### config.mk
export PLATFORM = sky130hd
export DESIGN_NAME = wc_fifo_ctrl_flat
export DESIGN_NICKNAME = d
export VERILOG_FILES = /design/src/rtl/wc_fifo_ctrl_if.sv /design/src/rtl/wc_fifo_ctrl.sv /design/src/flat_wrapper.sv
export SDC_FILE = /design/constraint.sdc
export NUM_CORES = 1
export LEC_CHECK = 0
export ABC_AREA = 0
export ABC_CLOCK_PERIOD_IN_PS = 2500
export CAP_MARGIN = 10
export CORE_ASPECT_RATIO = 2
export CORE_MARGIN = 4
export CORE_UTILIZATION = 30
export DETAILED_ROUTE_END_ITERATION = 10
export PLACE_DENSITY = 0.52
export SYNTH_ARGS = -nofsm -noshare
export SYNTH_HDL_FRONTEND = slang
export SYNTH_SLANG_ARGS = --single-unit
### constraint.sdc
create_clock -name CLK -period 2.5 [get_ports CLK]
set_input_delay 0.375 -clock CLK [delete_from_list [all_inputs] [get_ports CLK]]
set_output_delay 0.375 -clock CLK [all_outputs]
set_load 0.005 [all_outputs]
### src/rtl/wc_fifo_ctrl_if.sv
// Handshake and RAM-control bundle between the FIFO controller and its
// producer/consumer side.
interface wc_fifo_ctrl_if #(
  parameter int AW_IN  = 5,
  parameter int AW_OUT = 7
);
  localparam int AW_MAX = (AW_IN > AW_OUT) ? AW_IN : AW_OUT;

  logic              FLUSH;
  logic              PUSH;
  logic              PUSH_RDY;
  logic              POP;
  logic              POP_RDY;
  logic              RAM_WR_EN;
  logic [AW_IN-1:0]  RAM_ADDR_WR;
  logic              RAM_RD_EN;
  logic [AW_OUT-1:0] RAM_ADDR_RD;
  logic              Q_VALID;
  logic [AW_MAX:0]   COUNT;
  logic              OVERFLOW;
  logic              UNDERFLOW;

  modport master (
    output FLUSH,
    output PUSH,
    output POP,
    input  PUSH_RDY,
    input  POP_RDY,
    input  RAM_WR_EN,
    input  RAM_ADDR_WR,
    input  RAM_RD_EN,
    input  RAM_ADDR_RD,
    input  Q_VALID,
    input  COUNT,
    input  OVERFLOW,
    input  UNDERFLOW
  );

  modport slave (
    input  FLUSH,
    input  PUSH,
    input  POP,
    output PUSH_RDY,
    output POP_RDY,
    output RAM_WR_EN,
    output RAM_ADDR_WR,
    output RAM_RD_EN,
    output RAM_ADDR_RD,
    output Q_VALID,
    output COUNT,
    output OVERFLOW,
    output UNDERFLOW
  );
endinterface

### src/rtl/wc_fifo_ctrl.sv
// Width-converting FIFO controller: drives a dual-port RAM with DW_IN-bit
// writes and DW_OUT-bit reads, tracking occupancy in narrow-word units.
module wc_fifo_ctrl #(
  parameter int AW_IN  = 5,
  parameter int AW_OUT = 7,
  parameter int DW_IN  = 64,
  parameter int DW_OUT = 16
) (
  input  logic          CLK,
  input  logic          RST_N,
  wc_fifo_ctrl_if.slave bus
);
  localparam int DW_N   = (DW_IN < DW_OUT) ? DW_IN : DW_OUT;
  localparam int W_INC  = DW_IN / DW_N;
  localparam int R_DEC  = DW_OUT / DW_N;
  localparam int AW_MAX = (AW_IN > AW_OUT) ? AW_IN : AW_OUT;
  localparam int CW     = AW_MAX + 1;
  localparam int CAP    = 1 << AW_MAX;

  localparam logic [CW-1:0] PUSH_LIM = CW'(CAP - W_INC);
  localparam logic [CW-1:0] POP_LIM  = CW'(R_DEC);
  localparam logic [CW-1:0] INC      = CW'(W_INC);
  localparam logic [CW-1:0] DEC      = CW'(R_DEC);

  logic [AW_IN-1:0]  wr_ptr;
  logic [AW_OUT-1:0] rd_ptr;
  logic [CW-1:0]     cnt;
  logic [CW-1:0]     cnt_next;
  logic              q_vld;
  logic              ovf;
  logic              udf;
  logic              push_rdy;
  logic              pop_rdy;
  logic              push_acc;
  logic              pop_acc;

  // Readiness looks only at the registered count, never at this cycle's ops.
  assign push_rdy = (cnt <= PUSH_LIM);
  assign pop_rdy  = (cnt >= POP_LIM);

  assign push_acc = RST_N & bus.PUSH & push_rdy & ~bus.FLUSH;
  assign pop_acc  = RST_N & bus.POP & pop_rdy & ~bus.FLUSH;

  always_comb begin
    cnt_next = cnt;
    if (push_acc)
      cnt_next = cnt_next + INC;
    if (pop_acc)
      cnt_next = cnt_next - DEC;
  end

  always_ff @(posedge CLK) begin
    if (!RST_N) begin
      wr_ptr <= '0;
      rd_ptr <= '0;
      cnt    <= '0;
      q_vld  <= 1'b0;
      ovf    <= 1'b0;
      udf    <= 1'b0;
    end else if (bus.FLUSH) begin
      wr_ptr <= '0;
      rd_ptr <= '0;
      cnt    <= '0;
      q_vld  <= 1'b0;
      ovf    <= 1'b0;
      udf    <= 1'b0;
    end else begin
      if (push_acc)
        wr_ptr <= wr_ptr + AW_IN'(1);
      if (pop_acc)
        rd_ptr <= rd_ptr + AW_OUT'(1);
      cnt   <= cnt_next;
      q_vld <= pop_acc;
      if (bus.PUSH && !push_rdy)
        ovf <= 1'b1;
      if (bus.POP && !pop_rdy)
        udf <= 1'b1;
    end
  end

  assign bus.PUSH_RDY    = push_rdy;
  assign bus.POP_RDY     = pop_rdy;
  assign bus.RAM_WR_EN   = push_acc;
  assign bus.RAM_ADDR_WR = wr_ptr;
  assign bus.RAM_RD_EN   = pop_acc;
  assign bus.RAM_ADDR_RD = rd_ptr;
  assign bus.Q_VALID     = q_vld;
  assign bus.COUNT       = cnt;
  assign bus.OVERFLOW    = ovf;
  assign bus.UNDERFLOW   = udf;
endmodule

### src/flat_wrapper.sv
// flat-port wrapper written by rule: the top's interface ports become plain ports
module wc_fifo_ctrl_flat 
#(
  parameter int AW_IN  = 5,
  parameter int AW_OUT = 7,
  parameter int DW_IN  = 64,
  parameter int DW_OUT = 16
)
  (CLK, RST_N, bus_FLUSH, bus_PUSH, bus_POP, bus_PUSH_RDY, bus_POP_RDY, bus_RAM_WR_EN, bus_RAM_ADDR_WR, bus_RAM_RD_EN, bus_RAM_ADDR_RD, bus_Q_VALID, bus_COUNT, bus_OVERFLOW, bus_UNDERFLOW);
  wc_fifo_ctrl_if #(.AW_IN(AW_IN), .AW_OUT(AW_OUT)) bus_i ();
  input  logic CLK;
  input  logic RST_N;
  input wire logic [$bits(bus_i.FLUSH)-1:0] bus_FLUSH;
  input wire logic [$bits(bus_i.PUSH)-1:0] bus_PUSH;
  input wire logic [$bits(bus_i.POP)-1:0] bus_POP;
  output wire logic [$bits(bus_i.PUSH_RDY)-1:0] bus_PUSH_RDY;
  output wire logic [$bits(bus_i.POP_RDY)-1:0] bus_POP_RDY;
  output wire logic [$bits(bus_i.RAM_WR_EN)-1:0] bus_RAM_WR_EN;
  output wire logic [$bits(bus_i.RAM_ADDR_WR)-1:0] bus_RAM_ADDR_WR;
  output wire logic [$bits(bus_i.RAM_RD_EN)-1:0] bus_RAM_RD_EN;
  output wire logic [$bits(bus_i.RAM_ADDR_RD)-1:0] bus_RAM_ADDR_RD;
  output wire logic [$bits(bus_i.Q_VALID)-1:0] bus_Q_VALID;
  output wire logic [$bits(bus_i.COUNT)-1:0] bus_COUNT;
  output wire logic [$bits(bus_i.OVERFLOW)-1:0] bus_OVERFLOW;
  output wire logic [$bits(bus_i.UNDERFLOW)-1:0] bus_UNDERFLOW;
  assign bus_i.FLUSH = bus_FLUSH;
  assign bus_i.PUSH = bus_PUSH;
  assign bus_i.POP = bus_POP;
  assign bus_PUSH_RDY = bus_i.PUSH_RDY;
  assign bus_POP_RDY = bus_i.POP_RDY;
  assign bus_RAM_WR_EN = bus_i.RAM_WR_EN;
  assign bus_RAM_ADDR_WR = bus_i.RAM_ADDR_WR;
  assign bus_RAM_RD_EN = bus_i.RAM_RD_EN;
  assign bus_RAM_ADDR_RD = bus_i.RAM_ADDR_RD;
  assign bus_Q_VALID = bus_i.Q_VALID;
  assign bus_COUNT = bus_i.COUNT;
  assign bus_OVERFLOW = bus_i.OVERFLOW;
  assign bus_UNDERFLOW = bus_i.UNDERFLOW;
  wc_fifo_ctrl #(.AW_IN(AW_IN), .AW_OUT(AW_OUT), .DW_IN(DW_IN), .DW_OUT(DW_OUT)) u_core (.CLK(CLK), .RST_N(RST_N), .bus(bus_i));
endmodule
Word level (Yosys, flattened, before mapping)
Cells that the tools add are included.
{"block": "op_classes", "n_addsub": 4, "n_lt_le_gt_ge": 2, "muxes": 2, "n_bitwise": 8, "reduce_logical": 5}
{"op": "$mux 8", "n": 2}
{"op": "$add 8x3->8 const B", "n": 1}
{"op": "$ge 8x1->1 const B", "n": 1}
{"op": "$le 8x7->1 const B", "n": 1}
{"op": "$sub 8x1->8 const B", "n": 1}
{"op": "$add 7x1->7 const B", "n": 1}
{"op": "$and 1x1->1", "n": 6}
{"op": "$add 5x1->5 const B", "n": 1}
{"op": "$logic_and 1x1->1", "n": 2}
{"op": "$logic_not 1->1", "n": 2}
{"op": "$not 1->1", "n": 2}
{"op": "$reduce_or 2->1", "n": 1}
{"block": "word_totals", "regBits": 23, "inputBits": 5, "output_inout_bits": 27, "wordCells": 27}

Longest topological paths before layout
Gate-level depths: netlist of run 1.
{"block": "logic_depth", "word_depth": 6, "ltp_mapped": 8, "ltp_nobuf": 7}

Worst setup path after synthesis of run 1
No wires, ideal clock.
{"block": "synth_timing", "kind": "register to register", "startpoint": "register u_core.cnt[2], in the netlist u_core.bus.COUNT[2]", "endpoint": "register u_core.cnt[5], in the netlist u_core.bus.COUNT[5]", "setup_time_ns": 0.129, "t_arrival_ns": 1.756, "t_required_ns": 2.371, "setup_slack_ns": 0.615, "stages_incl_launch_ff": 8, "n_path_buf": 0, "period_less_slack_ns": 1.885, "path_cell_list": "dfxtp_1 inv_1 ha_1 and2b_1 nand4_4 a311oi_4 xor2_1 nor2_1"}
{"block": "synth_between", "elab_chain_len": 6, "word_cells_on_any_way": 10, "classes_between": "2 x add/sub; 2 x order compare; 2 x mux; 4 x bitwise"}
{"element": "start: declaration", "line": "wc_fifo_ctrl.sv:27", "text": "logic [CW-1:0] cnt;"}
{"element": "start signal: assignment", "line": "wc_fifo_ctrl.sv:72", "text": "cnt <= cnt_next;"}
{"element": "$le 8x7->1", "line": "wc_fifo_ctrl.sv:38", "text": "assign push_rdy = (cnt <= PUSH_LIM);"}
{"element": "$and 1x1->1 (2 in a row)", "line": "wc_fifo_ctrl.sv:41", "text": "assign push_acc = RST_N & bus.PUSH & push_rdy & ~bus.FLUSH;"}
{"element": "$mux 8", "line": "wc_fifo_ctrl.sv:46", "text": "if (push_acc)"}
{"element": "$sub 8x1->8", "line": "wc_fifo_ctrl.sv:49", "text": "cnt_next = cnt_next - DEC;"}
{"element": "$mux 8 *", "line": "wc_fifo_ctrl.sv:48", "text": "if (pop_acc)"}
Every way passes the cells marked *; elsewhere a longest branch is shown, timed or not.
A chain may end at the register's enable or synchronous reset.

Worst setup path after layout of run 1
{"block": "layout_timing", "startpoint": "register u_core.cnt[0], in the netlist u_core.bus.COUNT[0]", "endpoint": "output bus_PUSH_RDY"}
{"block": "layout_between", "elab_chain_len": 1}
{"element": "$le 8x7->1", "line": "wc_fifo_ctrl.sv:38"}
{"element": "end: declaration", "line": "flat_wrapper.sv:16", "text": "output wire logic [$bits(bus_i.PUSH_RDY)-1:0] bus_PUSH_RDY;"}
Every way passes these cells.

==> flow_summary.ini, run 1 <==
[synthesis]
synth_nets = 170
synth_area_leader_cell = dfxtp_1
ys_top_cells_by_count = dfxtp_1 (23), nor2_1 (23), nand2_1 (16), xor2_1 (9), xnor2_1 (8)
synth_top_cell_area_share = 0.327
ys_seq_area_frac = 0.327
syn_inst = 158
yosysWarningCount = 0
synth_ff_type = dfxtp_1
async_flop_share = 0
synth_seq_cells = 23
synth_enable_flop_cells = 0
synth.cell_area_um2 = 1410
yosysUniqueCellTypes = 49
synth_area_per_cell_um2 = 8.92
synthTopCellsByArea = dfxtp_1 (33%), ha_1 (6.2%), nor2_1 (6.1%), xor2_1 (5.6%), xnor2_1 (5.0%)

[floorplanning]
initial_core_util = 0.307
dieArea_um2 = 5930
std_cell_rows = 35
io_pins = 32
core_area_um2 = 4600
fp.dieH_um = 105
die_w_um = 56.5

[setup_path]
reg2reg_slack_ns = 0.43
worstSetupPathType = reg -> out
end_kind = primary output
worstPathArrival_ns = 1.99
required_ns = 2.12
rr_worst_depth = 7
r2r-end = u_core.bus.COUNT[5]
reg2reg_from = u_core.bus.COUNT[2]
crit_path_max_fanout = 5
critPathLaunchType = flop

[sta]
finalHoldViolCount = 0
fin_crit_sh = 0.948
period_minus_slack_ns = 2.37
tns_ns = 0
finalSetupViolCount = 0
tightestPinTransition_ns = 0.521
fin_ws_ns = 0.130
rsz0062_at_grt = false
fin_skew_ns = 0.00257
clock.fmax_mhz = 422
fin_hold_ws_ns = 0.449
maxSlewViolCount = 0
slew-limit-headroom = 0.652

[cells_and_area]
final_util = 0.398
diodes = 0
area_growth_pct = 29.6
fin_area_um2 = 1830
layout-drive-gt1-share = 0.111
fin_nets = 203

[global_routing]
overflow = 0
grt_usage = 0.131
antenna_found_initial = 0
grt_use_met3 = 0.0124
top_usage_layer = met2
grt_pass1_vias = 1267
grt_pass1_wl_um = 6150
grt_util_met1 = 0.125
grt_max_degree = 23
use_met2 = 0.257

[pwr]
power_density_nw_per_um2 = 505
vdd_drop_max_v = 0.000259
leakage_nw = 0.643

[clocking]
clockBufferDepth = 2
cts-root-buf = clkbuf_8
clock-sinks = 23
tritoncts = built
path_clk_slew_ns = 0.08
htree_levels = 1
cts_buffers = 3
clk_latency_ns = 0.26

[routing]
drt_pass1_iterations = 4
drtIter0Drc = 28
wl_um = 3670
wl_per_cell_um = 15.0
route.detailed.drc = 0
vias = 1249
detail-route-antenna-nets = 0
vias_per_cell = 5.10

[job]
cap_viol_max_count = 0

[placed_design]
pre_cts_ws_ns = 0.141
gp_congestion = 0.750
placed_area_um2 = 1770
port_buffers = 31
place_hpwl_um = 2930

[hold_path]
min_path_type = reg -> reg
holdPathEnd = u_core.bus.OVERFLOW
worstHoldStart = u_core.bus.OVERFLOW
worstHoldPathCells = 2

[outcome]
status = complete, no violations
[flip-flops by register name, summed over array words and instances, names as in the netlist]
| signal | flops |
|---|---|
| u_core.bus.COUNT | 8 |
| u_core.bus.OVERFLOW | 1 |
| u_core.bus.Q_VALID | 1 |
| u_core.bus.RAM_ADDR_RD | 7 |
| u_core.bus.RAM_ADDR_WR | 5 |
| u_core.bus.UNDERFLOW | 1 |
[placed cells by master, fill, tap and decap left out, drive strengths merged, types with 5 or more instances in the layout]
master / count
clkdlybuf4s50: 31
nor2: 23
nand3: 5
a211oi: 5
xnor2: 8
xor2: 9
inv: 5
nand4: 6
buf: 5
dfxtp: 23
nand2: 16
ha: 7
[power by group]
part	leakage (nW)	switching (mW)	internal [mW]
sequential	0.186	0.0203	0.381
combinational	0.434	0.147	0.143
clock	0.0228	0.118	0.114
total	0.643	0.286	0.638
[through the flow]
stage	std cells	power, mW
floorplan	158	0.595
global placement	240	0.693
detailed placement	240	0.698
CTS	245	0.936
global route	245	0.979
finish	245	0.923
[metal layers]
metal,vias up,part of all wire
met3,9,0.035
met4,0,0.031
met5,-,0
met2,31,0.58
met1,590,0.35
li1,619,-
[worst max path at each step]
stage,cells past startpoint,end,slack [ns],from
2_1_floorplan,7,u_core.bus.COUNT[5],0.61,u_core.bus.COUNT[2]
3_3_place_gp,4,bus_RAM_WR_EN,0.16,bus_FLUSH
3_5_place_dp,4,bus_RAM_WR_EN,0.14,bus_FLUSH
4_1_cts,6,bus_PUSH_RDY,0.07,u_core.bus.COUNT[0]
5_1_grt,6,bus_PUSH_RDY,0.01,u_core.bus.COUNT[0]
6_report,6,bus_PUSH_RDY,0.13,u_core.bus.COUNT[0]
[kinds of logic (layout without fill, tap and decap cells)]
family / after synthesis / after routing / share of synthesized area
AND/OR/NAND/NOR: 71 / 71 / 0.288
AO/OA/AOI/OAI: 26 / 26 / 0.165
flip-flops: 23 / 23 / 0.327
XOR/XNOR: 17 / 17 / 0.106
buffers and inverters: 13 / 45 / 0.0461
adder cells (fa/ha/maj): 7 / 7 / 0.0621
multiplexers: 1 / 1 / 0.00710
[worst max-delay path: stages (launching register included)]
cell and delay, ns:
dfxtp_1 0.40, inv_1 0.11, ha_1 0.24, nand3b_2 0.31, nor2_2 0.17, nor2_1 0.05, clkdlybuf4s50_1 0.45
[final cells by class]
cell class	count	area [um2]
Fill cell	496	2770
Sequential cell	23	460
Multi-Input combinational cell	122	887
Inverter	5	18.8
Clock buffer	4	45.0
Timing Repair Buffer	36	348
Tap cell	55	68.8
[repair_timing]
| action | CTS | global route |
|---|---|---|
| cloned | 0 | 0 |
| hold buffers | 0 | 0 |
| pin swaps | 1 | 0 |
| gates resized for setup | 0 | 1 |
| setup endpoints to repair | 1 | 1 |
| buffers inserted | 1 | 0 |
Power figures use the tool's default switching activity.
==> run 2: changes to the inputs <==
==> constraint.sdc (replaced) <==
create_clock -name CLK -period 2.5 [get_ports CLK]
set_input_delay 0.375 -clock CLK [delete_from_list [all_inputs] [get_ports CLK]]
set_output_delay 0.375 -clock CLK [all_outputs]
set_load 0.01 [all_outputs]
==> flow_summary.ini, run 2 (synthesis results as in run 1) <==
[setup_path]
reg2reg_from = u_core.bus.COUNT[2]
cpPeakStageDelay_ns = 0.48
rr_worst_depth = 7
end_kind = primary output
worstPathArrival_ns = 1.97
r2r-end = u_core.bus.COUNT[5]
crit_path_max_fanout = 4
required_ns = 2.12
crit_slowest_cell = clkdlybuf4s50_1
reg2reg_slack_ns = 0.50
worstSetupPathType = reg -> out
critPathLaunchType = flop
crit_chain = inv_1 > ha_1 > or3_4 > o21ai_4 > nor2_1 > clkdlybuf4s50_1

[pwr]
leakage_nw = 0.668
power_density_nw_per_um2 = 513
vdd_drop_max_v = 0.000199
pwr-share-seq = 0.425
clkPwrFrac = 0.249
switching_share = 0.322
p_int_uw = 644
pwr-share-comb = 0.326
switchingPower_uw = 305

[floorplanning]
dieArea_um2 = 5930
fp.dieH_um = 105
core_area_um2 = 4600
io_pins = 32
die_w_um = 56.5
initial_core_util = 0.307
std_cell_rows = 35

[clocking]
clk_latency_ns = 0.27
clockBufferDepth = 2
path_clk_slew_ns = 0.08
clock-sinks = 23
cts_buffers = 3
cts-root-buf = clkbuf_8
holdBufCountCts = 0
htree_levels = 1
tritoncts = built

[sta]
rsz0062_at_grt = false
finalSetupViolCount = 0
maxSlewViolCount = 0
tns_ns = 0
clock.fmax_mhz = 426
fin_hold_ws_ns = 0.457
fin_crit_sh = 0.938
slew-limit-headroom = 0.636
fin_skew_ns = 0.00747
period_minus_slack_ns = 2.35
finalHoldViolCount = 0
tightestPinTransition_ns = 0.545

[cells_and_area]
layout_common_cells = clkdlybuf4s50_1 (31), nor2_1 (22), dfxtp_1 (21), nand2_1 (16), xor2_1 (9)
area_growth_pct = 31.3
largest_reg_flops = 8
diodes = 0
fin_nets = 203
layout-drive-gt1-share = 0.132
layout_commonest_cell = clkdlybuf4s50_1

[routing]
vias = 1247
vias_per_cell = 5.09
drt_pass1_iterations = 4
drtIter0Drc = 15
wl_um = 3750
route.detailed.drc = 0
wl_per_cell_um = 15.3
detail-route-antenna-nets = 0

[hold_path]
worstHoldStart = u_core.bus.OVERFLOW
min_path_type = reg -> reg
worstHoldPathCells = 2
holdPathEnd = u_core.bus.OVERFLOW

[global_routing]
grt_max_degree = 23
grt_pass1_wl_um = 6040
grt_usage = 0.131
overflow = 0
antenna_found_initial = 0
grt_pass1_vias = 1282

[placed_design]
gp_congestion = 0.768
port_buffers = 31
place_hpwl_um = 2960

[outcome]
status = complete, no violations

[job]
cap_viol_max_count = 0
==> run 2: cell count changes in the layout (fill, tap and decap cells not counted), sizes merged <==
cell / delta
clkinv: +1
clkbuf: -1
==> run 2: worst max path at each step <==
stage               slack [ns]                  end  depth (start not counted)           startpoint
finish                    0.15        bus_RAM_RD_EN                          6  u_core.bus.COUNT[1]
global route              0.02        bus_RAM_WR_EN                          5  u_core.bus.COUNT[0]
CTS                       0.04         bus_PUSH_RDY                          6  u_core.bus.COUNT[0]
detailed placement        0.13        bus_RAM_WR_EN                          4            bus_FLUSH
global placement          0.13        bus_RAM_WR_EN                          4            bus_FLUSH
floorplan                 0.57  u_core.bus.COUNT[5]                          7  u_core.bus.COUNT[2]
==> run 2: final cells by class <==
cell class / instances / area [um2]
clock inverter: 1 / 5.00
multi-input combinational: 122 / 907
inverter: 5 / 18.8
sequential: 23 / 463
timing repair buffer: 36 / 348
fill: 485 / 2750
tap: 55 / 68.8
clock buffer: 3 / 41.3
==> run 2: timing repair <==
item | 4_1_cts | 5_1_grt
resized for setup | 0 | 6
setup endpoints to repair | 1 | 3
pin swaps | 1 | 0
setup buffers | 1 | 0
==> run 2: power groups by stage <==
stage | sequential (mW) | combinational [mW] | clock [mW]
after floorplan | 0.410 | 0.195 | 0
after global placement | 0.410 | 0.292 | 0
after detailed placement | 0.411 | 0.296 | 0
after CTS | 0.402 | 0.304 | 0.249
after global routing | 0.407 | 0.337 | 0.268
final | 0.404 | 0.309 | 0.237
==> run 2: worst max-delay path, delay by kind of cell (launching register included) <==
kind            cells  cell delay [ns]
fa+ha+maj           1             0.21
simple gates        2             0.42
flops               1             0.35
compound gates      1             0.17
buf+inv             2             0.56
==> run 2: per-stage QoR <==
step	setup WS, ns	cell area, um2	instances	util	total power [mW]
after floorplan	0.573	1410	158	-	0.605
after global placement	0.131	1770	240	0.386	0.702
after detailed placement	0.126	1770	240	0.386	0.707
after CTS	0.0416	1830	245	0.397	0.955
after global routing	0.0150	1850	245	0.403	1.01
final	0.154	1850	245	0.403	0.950
==> run 2: routing by layer <==
layer | vias up | global-route usage | wire length (um)
li1 | 618 | - | -
met1 | 593 | 0.117 | 1240
met2 | 27 | 0.262 | 2230
met3 | 9 | 0.0173 | 132
met4 | 0 | 0.0764 | 146
met5 | - | 0 | 0
